### src/rtl/maze_motion_engine_if.sv
// rtl/maze_motion_engine_if.sv - frame/tilt/wall inputs and position/score/status outputs of the motion engine
interface maze_motion_engine_if #(
    parameter int N = 49
);
    logic         frame_tick;
    logic         sec_tick;
    logic         posr;
    logic [4:0]   tilt_x;
    logic [4:0]   tilt_y;
    logic [N-1:0] hwall;
    logic [N-1:0] vwall;
    logic [10:0]  h_min;
    logic [10:0]  v_min;
    logic [15:0]  score;
    logic [7:0]   timer;
    logic [3:0]   lives;
    logic         game_over;
    logic         busy;
    logic         collided;
    logic         goal_hit;

    modport master (
        output frame_tick, sec_tick, posr, tilt_x, tilt_y, hwall, vwall,
        input  h_min, v_min, score, timer, lives, game_over, busy, collided, goal_hit
    );

    modport slave (
        input  frame_tick, sec_tick, posr, tilt_x, tilt_y, hwall, vwall,
        output h_min, v_min, score, timer, lives, game_over, busy, collided, goal_hit
    );
endinterface

### src/rtl/maze_motion_engine.sv
// rtl/maze_motion_engine.sv - per-frame tilt motion, serial wall collision scan, timer and score (lives via MAZE_LIVES_EN)
module maze_motion_engine #(
    parameter int GRID_W     = 7,
    parameter int GRID_H     = 7,
    parameter int CELL       = 60,
    parameter int ORIGIN_X   = 110,
    parameter int ORIGIN_Y   = 0,
    parameter int WALL_T     = 2,
    parameter int PWIDTH     = 16,
    parameter int VMAX       = 2,
    parameter int TIMER_INIT = 49,
    parameter int LIVES_INIT = 3
) (
    input  logic                clk_pix,
    input  logic                reset_n,
    maze_motion_engine_if.slave bus
);
    typedef logic signed [11:0] s12_t;

    localparam int N  = GRID_W * GRID_H;
    localparam int KW = (N > 1) ? $clog2(N) : 1;
    localparam int JW = (GRID_H > 1) ? $clog2(GRID_H) : 1;

    localparam s12_t BND_L   = s12_t'(ORIGIN_X + 1);
    localparam s12_t BND_R   = s12_t'(ORIGIN_X + GRID_W * CELL);
    localparam s12_t BND_T   = s12_t'(ORIGIN_Y + 2);
    localparam s12_t BND_B   = s12_t'(ORIGIN_Y + GRID_H * CELL);
    localparam s12_t GOAL_X1 = s12_t'(ORIGIN_X + (GRID_W - 1) * CELL + CELL / 4);
    localparam s12_t GOAL_X2 = s12_t'(ORIGIN_X + GRID_W * CELL - CELL / 4);
    localparam s12_t GOAL_Y1 = s12_t'(ORIGIN_Y + CELL / 4);
    localparam s12_t GOAL_Y2 = s12_t'(ORIGIN_Y + CELL - CELL / 4);
    localparam s12_t BASE_X0 = s12_t'(ORIGIN_X);
    localparam s12_t BASE_Y0 = s12_t'(ORIGIN_Y);
    localparam s12_t PW      = s12_t'(PWIDTH);
    localparam s12_t C_CELL  = s12_t'(CELL);
    localparam s12_t C_WALL  = s12_t'(WALL_T);
    localparam s12_t C_VMAX  = s12_t'(VMAX);

    localparam logic [10:0]   SPAWN_X = 11'(ORIGIN_X + 10);
    localparam logic [10:0]   SPAWN_Y = 11'(ORIGIN_Y + (GRID_H - 1) * CELL + 10);
    localparam logic [7:0]    TMR_RLD = 8'(TIMER_INIT);
    localparam logic [KW-1:0] K_LAST  = KW'(N - 1);
    localparam logic [JW-1:0] J_LAST  = JW'(GRID_H - 1);

    function automatic s12_t vel(input logic [4:0] t);
        logic [4:0] mag;
        mag = t[4] ? (~t + 5'd1) : t;
        if (mag <= 5'd1)
            return '0;
        else if (mag == 5'd2)
            return t[4] ? -12'sd1 : 12'sd1;
        else
            return t[4] ? -C_VMAX : C_VMAX;
    endfunction

    // Inclusive overlap of the player box [bx..bx+PW] x [by..by+PW] with a rectangle
    function automatic logic ovl(input s12_t bx, input s12_t by, input s12_t x1,
                                 input s12_t x2, input s12_t y1, input s12_t y2);
        return (bx <= x2) && (bx + PW >= x1) && (by <= y2) && (by + PW >= y1);
    endfunction

    typedef enum logic [1:0] {S_IDLE, S_SCAN, S_COMMIT} state_t;
    state_t state, state_nx;

    logic start, scan_en, commit_en, busy_c, last_k;

    logic [N-1:0]  hw_s, vw_s;
    s12_t          dx, dy, base_x, base_y;
    logic [KW-1:0] k;
    logic [JW-1:0] j;
    logic          blk_x, blk_y;
    logic [10:0]   h, v;
    logic [15:0]   score_r;
    logic [7:0]    timer_r;
    logic          posr_pend, exp_pend, collided_r, goal_hit_r;
    logic [3:0]    lives_r;
    logic          game_over_r;

    s12_t        ph, pv, cx, cy;
    s12_t        hx1, hx2, hy1, hy2, vx1, vx2, vy1, vy2;
    logic [10:0] nh, nv;
    logic        hit_x, hit_y, stop_x, stop_y, goal_c;
    logic        frozen, score_clr;
    logic        do_posr, do_goal, do_exp, do_move, respawn, tick_exp;

    assign last_k = (k == K_LAST);

    always_ff @(posedge clk_pix or negedge reset_n) begin
        if (!reset_n)
            state <= S_IDLE;
        else
            state <= state_nx;
    end

    always_comb begin
        state_nx = state;
        case (state)
            S_IDLE:   if (bus.frame_tick) state_nx = S_SCAN;
            S_SCAN:   if (last_k) state_nx = S_COMMIT;
            S_COMMIT: state_nx = S_IDLE;
            default:  state_nx = S_IDLE;
        endcase
    end

    always_comb begin
        start     = (state == S_IDLE) && bus.frame_tick;
        scan_en   = (state == S_SCAN);
        commit_en = (state == S_COMMIT);
        busy_c    = (state != S_IDLE);
    end

    // Segment rectangles derive from the running column/row bases, so no per-index multiply
    always_comb begin
        ph  = s12_t'({1'b0, h});
        pv  = s12_t'({1'b0, v});
        cx  = ph + dx;
        cy  = pv + dy;
        hx1 = base_x + 12'sd3;
        hx2 = base_x + C_CELL + 12'sd2;
        hy1 = base_y + C_CELL;
        hy2 = base_y + C_CELL + C_WALL - 12'sd1;
        vx1 = base_x + C_CELL + 12'sd1;
        vx2 = base_x + C_CELL + C_WALL;
        vy1 = base_y;
        vy2 = base_y + C_CELL - 12'sd1;
        hit_x = (hw_s[k] && ovl(cx, pv, hx1, hx2, hy1, hy2)) ||
                (vw_s[k] && ovl(cx, pv, vx1, vx2, vy1, vy2));
        hit_y = (hw_s[k] && ovl(ph, cy, hx1, hx2, hy1, hy2)) ||
                (vw_s[k] && ovl(ph, cy, vx1, vx2, vy1, vy2));
        stop_x = blk_x || (cx <= BND_L) || (cx + PW >= BND_R);
        stop_y = blk_y || (cy <= BND_T) || (cy + PW >= BND_B);
        nh     = stop_x ? h : cx[10:0];
        nv     = stop_y ? v : cy[10:0];
        goal_c = ovl(s12_t'({1'b0, nh}), s12_t'({1'b0, nv}), GOAL_X1, GOAL_X2, GOAL_Y1, GOAL_Y2);
    end

    always_comb begin
        do_posr  = commit_en && posr_pend;
        do_goal  = commit_en && !posr_pend && !frozen && goal_c;
        do_exp   = commit_en && !posr_pend && !frozen && !goal_c && exp_pend;
        do_move  = commit_en && !posr_pend && !frozen && !goal_c && !exp_pend;
        respawn  = do_posr || do_goal || do_exp;
        tick_exp = bus.sec_tick && !frozen && (timer_r == 8'd1);
    end

    always_ff @(posedge clk_pix or negedge reset_n) begin
        if (!reset_n) begin
            hw_s   <= '0;
            vw_s   <= '0;
            dx     <= '0;
            dy     <= '0;
            k      <= '0;
            j      <= '0;
            base_x <= BASE_X0;
            base_y <= BASE_Y0;
            blk_x  <= 1'b0;
            blk_y  <= 1'b0;
        end else if (start) begin
            hw_s   <= bus.hwall;
            vw_s   <= bus.vwall;
            dx     <= vel(bus.tilt_x);
            dy     <= vel(bus.tilt_y);
            k      <= '0;
            j      <= '0;
            base_x <= BASE_X0;
            base_y <= BASE_Y0;
            blk_x  <= 1'b0;
            blk_y  <= 1'b0;
        end else if (scan_en) begin
            blk_x <= blk_x || hit_x;
            blk_y <= blk_y || hit_y;
            if (!last_k) begin
                k <= k + 1'b1;
                if (j == J_LAST) begin
                    j      <= '0;
                    base_y <= BASE_Y0;
                    base_x <= base_x + C_CELL;
                end else begin
                    j      <= j + 1'b1;
                    base_y <= base_y + C_CELL;
                end
            end
        end
    end

    always_ff @(posedge clk_pix or negedge reset_n) begin
        if (!reset_n) begin
            h          <= SPAWN_X;
            v          <= SPAWN_Y;
            score_r    <= '0;
            collided_r <= 1'b0;
            goal_hit_r <= 1'b0;
        end else begin
            collided_r <= 1'b0;
            goal_hit_r <= 1'b0;
            if (respawn) begin
                h <= SPAWN_X;
                v <= SPAWN_Y;
            end else if (do_move) begin
                h <= nh;
                v <= nv;
            end
            if (do_goal) begin
                goal_hit_r <= 1'b1;
                if (score_r != 16'hFFFF)
                    score_r <= score_r + 16'd1;
            end else if (score_clr) begin
                score_r <= '0;
            end
            if (do_move)
                collided_r <= (stop_x && (dx != 12'sd0)) || (stop_y && (dy != 12'sd0));
        end
    end

    // A fresh request arriving during COMMIT survives the clear
    always_ff @(posedge clk_pix or negedge reset_n) begin
        if (!reset_n) begin
            timer_r   <= TMR_RLD;
            posr_pend <= 1'b0;
            exp_pend  <= 1'b0;
        end else begin
            posr_pend <= bus.posr || (posr_pend && !commit_en);
            exp_pend  <= tick_exp || (exp_pend && !commit_en);
            if (respawn || tick_exp)
                timer_r <= TMR_RLD;
            else if (bus.sec_tick && !frozen)
                timer_r <= timer_r - 8'd1;
        end
    end

`ifdef MAZE_LIVES_EN
    always_ff @(posedge clk_pix or negedge reset_n) begin
        if (!reset_n) begin
            lives_r     <= 4'(LIVES_INIT);
            game_over_r <= 1'b0;
        end else if (do_posr) begin
            lives_r     <= 4'(LIVES_INIT);
            game_over_r <= 1'b0;
        end else if (do_exp) begin
            if (lives_r != 4'd0)
                lives_r <= lives_r - 4'd1;
            if (lives_r <= 4'd1)
                game_over_r <= 1'b1;
        end
    end
    assign frozen    = game_over_r;
    assign score_clr = do_posr;
`else
    assign lives_r     = 4'd0;
    assign game_over_r = 1'b0;
    assign frozen      = 1'b0;
    assign score_clr   = 1'b0;
`endif

    assign bus.h_min     = h;
    assign bus.v_min     = v;
    assign bus.score     = score_r;
    assign bus.timer     = timer_r;
    assign bus.lives     = lives_r;
    assign bus.game_over = game_over_r;
    assign bus.busy      = busy_c;
    assign bus.collided  = collided_r;
    assign bus.goal_hit  = goal_hit_r;
endmodule

### src/flat_wrapper.sv
// flat-port wrapper written by rule: the top's interface ports become plain ports
module maze_motion_engine_flat 
#(
    parameter int GRID_W     = 7,
    parameter int GRID_H     = 7,
    parameter int CELL       = 60,
    parameter int ORIGIN_X   = 110,
    parameter int ORIGIN_Y   = 0,
    parameter int WALL_T     = 2,
    parameter int PWIDTH     = 16,
    parameter int VMAX       = 2,
    parameter int TIMER_INIT = 49,
    parameter int LIVES_INIT = 3
)
  (clk_pix, reset_n, bus_frame_tick, bus_sec_tick, bus_posr, bus_tilt_x, bus_tilt_y, bus_hwall, bus_vwall, bus_h_min, bus_v_min, bus_score, bus_timer, bus_lives, bus_game_over, bus_busy, bus_collided, bus_goal_hit);
  maze_motion_engine_if #(.N(49)) bus_i ();
  input  logic clk_pix;
  input  logic reset_n;
  input wire logic [$bits(bus_i.frame_tick)-1:0] bus_frame_tick;
  input wire logic [$bits(bus_i.sec_tick)-1:0] bus_sec_tick;
  input wire logic [$bits(bus_i.posr)-1:0] bus_posr;
  input wire logic [$bits(bus_i.tilt_x)-1:0] bus_tilt_x;
  input wire logic [$bits(bus_i.tilt_y)-1:0] bus_tilt_y;
  input wire logic [$bits(bus_i.hwall)-1:0] bus_hwall;
  input wire logic [$bits(bus_i.vwall)-1:0] bus_vwall;
  output wire logic [$bits(bus_i.h_min)-1:0] bus_h_min;
  output wire logic [$bits(bus_i.v_min)-1:0] bus_v_min;
  output wire logic [$bits(bus_i.score)-1:0] bus_score;
  output wire logic [$bits(bus_i.timer)-1:0] bus_timer;
  output wire logic [$bits(bus_i.lives)-1:0] bus_lives;
  output wire logic [$bits(bus_i.game_over)-1:0] bus_game_over;
  output wire logic [$bits(bus_i.busy)-1:0] bus_busy;
  output wire logic [$bits(bus_i.collided)-1:0] bus_collided;
  output wire logic [$bits(bus_i.goal_hit)-1:0] bus_goal_hit;
  assign bus_i.frame_tick = bus_frame_tick;
  assign bus_i.sec_tick = bus_sec_tick;
  assign bus_i.posr = bus_posr;
  assign bus_i.tilt_x = bus_tilt_x;
  assign bus_i.tilt_y = bus_tilt_y;
  assign bus_i.hwall = bus_hwall;
  assign bus_i.vwall = bus_vwall;
  assign bus_h_min = bus_i.h_min;
  assign bus_v_min = bus_i.v_min;
  assign bus_score = bus_i.score;
  assign bus_timer = bus_i.timer;
  assign bus_lives = bus_i.lives;
  assign bus_game_over = bus_i.game_over;
  assign bus_busy = bus_i.busy;
  assign bus_collided = bus_i.collided;
  assign bus_goal_hit = bus_i.goal_hit;
  maze_motion_engine #(.GRID_W(GRID_W), .GRID_H(GRID_H), .CELL(CELL), .ORIGIN_X(ORIGIN_X), .ORIGIN_Y(ORIGIN_Y), .WALL_T(WALL_T), .PWIDTH(PWIDTH), .VMAX(VMAX), .TIMER_INIT(TIMER_INIT), .LIVES_INIT(LIVES_INIT)) u_core (.clk_pix(clk_pix), .reset_n(reset_n), .bus(bus_i));
endmodule
### config.mk
export PLATFORM = sky130hd
export DESIGN_NAME = maze_motion_engine_flat
export DESIGN_NICKNAME = d
export VERILOG_FILES = /design/src/rtl/maze_motion_engine_if.sv /design/src/rtl/maze_motion_engine.sv /design/src/flat_wrapper.sv
export SDC_FILE = /design/constraint.sdc
export NUM_CORES = 1
export LEC_CHECK = 0
export CAP_MARGIN = 5
export CORE_UTILIZATION = 50
export DETAILED_ROUTE_END_ITERATION = 8
export PLACE_DENSITY_LB_ADDON = 0.12
export SLEW_MARGIN = 0
export SYNTH_ARGS = -nofsm -noshare
export SYNTH_HDL_FRONTEND = slang
export SYNTH_SLANG_ARGS = --single-unit
### constraint.sdc
create_clock -name clk_pix -period 4 [get_ports clk_pix]
set_input_delay 0.6 -clock clk_pix [delete_from_list [all_inputs] [get_ports clk_pix]]
set_output_delay 0.6 -clock clk_pix [all_outputs]
set_load 0.005 [all_outputs]
==> results of run 1 <==
-- state kept, by name, indices dropped and copies added, names as in the netlist --
register and flops:
u_core.base_x 11, u_core.base_y 10, u_core.blk_x 1, u_core.blk_y 1, u_core.bus.collided 1, u_core.bus.goal_hit 1, u_core.bus.h_min 11, u_core.bus.score 16
u_core.bus.timer 8, u_core.bus.v_min 11, u_core.dx 3, u_core.dy 3, u_core.exp_pend 1, u_core.hw_s 49, u_core.j 3, u_core.k 6
u_core.posr_pend 1, u_core.state 2, u_core.vw_s 49
-- kinds of logic (layout without fill, tap and decap cells) --
group	after synthesis	in the layout	share of synthesized area (%)
adders and majority gates	192	192	16.27
AOI/OAI and AO/OA	293	293	13.86
xor gates and xnor gates	119	119	7.361
DFF	188	188	31.81
other	1	5	0.02524
muxes	36	36	4.969
and+or+nand+nor	693	693	21.67
buffers and inverters	146	376	4.034
-- worst register-to-register path, delay by kind of cell, from the launching register on --
family | cells | cell delay (ns)
AO/OA/AOI/OAI | 7 | 1.18
XOR/XNOR | 1 | 0.19
adder cells (fa/ha/maj) | 2 | 0.59
buffers and inverters | 2 | 0.30
flip-flops | 1 | 0.46
AND/OR/NAND/NOR | 5 | 1.13
-- power by group through the flow --
stage	Clock, W	Combinational, W	Sequential, W
after detailed placement	0	0.00828	0.00333
after floorplan	0	0.00598	0.00300
after global routing	0.00193	0.00956	0.00342
after CTS	0.00187	0.00842	0.00331
after global placement	0	0.00807	0.00329
final	0.00183	0.00858	0.00330
-- cells in the mapped netlist, types with 7 or more instances --
| library cell | count |
|---|---|
| a211oi_1 | 9 |
| a21o_1 | 33 |
| a21oi_1 | 46 |
| a31oi_1 | 11 |
| and3_1 | 27 |
| buf_1 | 8 |
| buf_2 | 7 |
| clkbuf_1 | 41 |
| dfrtp_1 | 171 |
| dfstp_2 | 17 |
| ha_1 | 190 |
| inv_1 | 77 |
| mux4_2 | 30 |
| nand2_1 | 364 |
| nand2b_1 | 18 |
| nand3_1 | 51 |
| nand4_1 | 26 |
| nor2_1 | 89 |
| nor2b_1 | 20 |
| nor3_1 | 30 |
| nor3b_1 | 8 |
| nor4_1 | 10 |
| o2111ai_1 | 7 |
| o211ai_1 | 9 |
| o21a_1 | 20 |
| o21ai_0 | 61 |
| o22a_1 | 10 |
| o22ai_1 | 21 |
| or3_1 | 8 |
| xnor2_1 | 84 |
| xor2_1 | 29 |
-- cell type report --
cell class                      instances  area (um2)
Clock buffer                           18       439.2
Clock inverter                         14       197.7
Fill cell                            2425       10570
Inverter                               82       312.8
Multi-Input combinational cell       1338        9794
Sequential cell                       188        4728
Tap cell                              384       480.5
Timing Repair Buffer                  262        2411
-- layout by cell type, fill, tap and decap left out, types with 8 or more instances in the layout --
cell type          n
o211ai_1           9
nor3_1            29
a31oi_1           11
nand3_1           51
dfstp_2           17
a21o_1            33
clkdlybuf4s50_1  160
mux4_2            30
nor2b_1           20
buf_4             98
inv_1             76
and3_1            26
xnor2_1           79
ha_1             183
clkbuf_16         17
xor2_1            28
nand2_1          363
dfrtp_1          169
nand2b_1          17
nor2_1            89
o21a_1            19
or3_1              8
a21oi_1           44
o22ai_1           19
o21ai_0           61
o22a_1            10
nand4_1           26
-- worst paths after layout --
path                                        to  slack, ns  depth (start not counted)
min                            u_core.hw_s[20]       0.29                          1
max in group asynchronous  u_core.bus.v_min[8]       2.80                          2
min reg2reg                     u_core.hw_s[2]       0.47                          2
max reg2reg                       u_core.blk_x       0.03                         17
min in group clk_pix            u_core.hw_s[2]       0.47                          2
max                               u_core.blk_x       0.03                         17
-- metal layers --
| metal | track usage, % | routed length, um |
|---|---|---|
| met4 | 6.835 | 673 |
| met3 | 3.018 | 1535 |
| met1 | 37.17 | 18620 |
| met5 | 0 | 11 |
| met2 | 44.17 | 18690 |
-- through the flow --
stage | cell area, um2 | hold slack [ns] | setup WS (ns)
after floorplan | 14910 | 0.3044 | 0.008407
after global placement | 17480 | 0.4525 | -0.1119
after detailed placement | 17480 | 0.4586 | -0.1995
after CTS | 18170 | 0.3457 | -0.02486
after global routing | 18360 | 0.3605 | -0.1560
final | 18360 | 0.2908 | 0.03188
-- timing repair --
| action | 4_1_cts | 5_1_grt |
|---|---|---|
| pin swaps | 2 | 12 |
| cloned | 0 | 0 |
| resized for setup | 11 | 27 |
| buffers inserted | 1 | 4 |
| setup endpoints to repair | 26 | 41 |
==> flow_metrics.py, run 1 <==
metrics = {
    "critical_path": {
        "slowest_delay_ns": 0.46,
        "arrival_ns": 4.31,
        "cp-end-kind": "register",
        "startpoint_type": "register",
        "slowest_stage": "dfrtp_2",
        "crit_buf_inv": 2,
        "worstReg2RegStart": "u_core.dx[10]",
        "path_cells": "buf_4 > ha_1 > a21o_1 > a22oi_1 > o31ai_2 > or2_1 > clkinvlp_4 > nand3_1 > or3_1 > xnor2_2 > ha_1 > o21ai_0 > a31oi_1 > nand4_1 > nor4_2 > a31oi_1 > o32ai_1",
        "worstSetupPathType": "reg2reg",
        "worstPathRequired_ns": 4.34,
        "cp_top_family": "compound AO/OA/AOI/OAI gates",
        "startpoint": "u_core.dx[10]",
        "worstPathMaxFanout": 7,
    },
    "final_layout": {
        "drive_gt1_share_pct": 13.93,
        "fin_cells": 2286,
        "nets": 2194,
        "antenna_cells": 0,
        "utilization_pct": 63.47,
        "syn2layout_area_growth_pct": 23.62,
    },
    "floorplan": {
        "ios": 167,
        "dieArea_um2": 30400,
        "rows": 62,
        "die_h_um": 174.4,
        "core_area_um2": 28940,
        "die_w_um": 174.4,
        "initial_core_util_pct": 51.34,
    },
    "clocking": {
        "cts_tree": "yes",
        "postCtsHoldBufs": 0,
        "clock_sinks": 188,
        "cts_max_level": 4,
        "cts_buffers": 17,
        "clock_latency_ns": 0.45,
        "clockBufferDepth": 2,
        "clock-root-buffer": "clkbuf_16",
        "clk_pin_slew_ns": 0.09,
    },
    "sta": {
        "finalSetupViolCount": 0,
        "relSlewSlack_pct": 28.69,
        "period_needed_ns": 3.968,
        "clock.fmax_ghz": 0.2520,
        "hold_viol": 0,
        "slew_violations": 0,
        "setup_tns_ns": 0,
        "skew_ns": 0.02249,
        "period_share_pct": 99.20,
        "worst_slew_pin_slew_ns": 1.070,
        "rsz0062_at_grt": "yes",
    },
    "power_and_ir_drop": {
        "power_frac_comb_pct": 62.5,
        "p_leak_nw": 8.671,
        "power_switching_w": 0.006199,
        "peakVddDrop_uv": 346.9,
        "power_w": 0.01372,
        "internal-power_w": 0.007519,
        "power_density_nw_per_um2": 747.0,
        "sw_frac_of_total_pct": 45.19,
        "power_frac_seq_pct": 24.1,
        "clockPowerShare_pct": 13.4,
    },
    "synth": {
        "yosys_warnings": 0,
        "synth_cell_type_count": 101,
        "synth-async-reset-ratio_pct": 100.0,
        "yosysTopAreaCell": "dfrtp_1",
        "synth_top_area_share_pct": 28.80,
        "netlist_instances": 1668,
        "ys_ff_latch": 188,
        "synthFlopType": "dfrtp_1",
        "synth_area_leaders": "dfrtp_1 (29%), ha_1 (16%), nand2_1 (9.2%)",
        "synth_area_um2": 14860,
        "syn_area_per_cell_um2": 8.906,
        "synth_edf_count": 0,
        "seq_area_frac_synth_pct": 31.81,
    },
    "grt": {
        "grt-ovfl-total": 0,
        "antenna_found_initial": 1,
        "grt_pass1_vias": 12830,
        "grt_pass1_wl_um": 65320,
        "grt_max_degree": 124,
        "grt_usage_pct": 26.71,
    },
    "detailed_routing": {
        "detail-route-antenna-nets": 0,
        "vias": 12830,
        "firstDrtPassIters": 5,
        "drt_iter0_markers": 865,
        "post_drt_wl_per_cell_um": 17.29,
        "wirelength_um": 39530,
        "drt_drc_violations_left": 0,
        "vias_per_cell": 5.612,
    },
    "place": {
        "hpwl_um": 30270,
        "placed_cells": 2249,
        "gp_congestion": 0.8961,
        "io_buffers": 161,
    },
    "hold_path": {
        "hp-class": "in2async",
    },
    "job": {
        "cap_violations": 0,
    },
    "status": {
        "outcome": "completed",
    },
}
(Power assumes the default switching activity.)
==> run 2: changes to the inputs <==
- CTS_CLUSTER_DIAMETER: not set -> 200
==> results of run 2 <==
Final layout, timing and power as in run 1 (identical DEF).
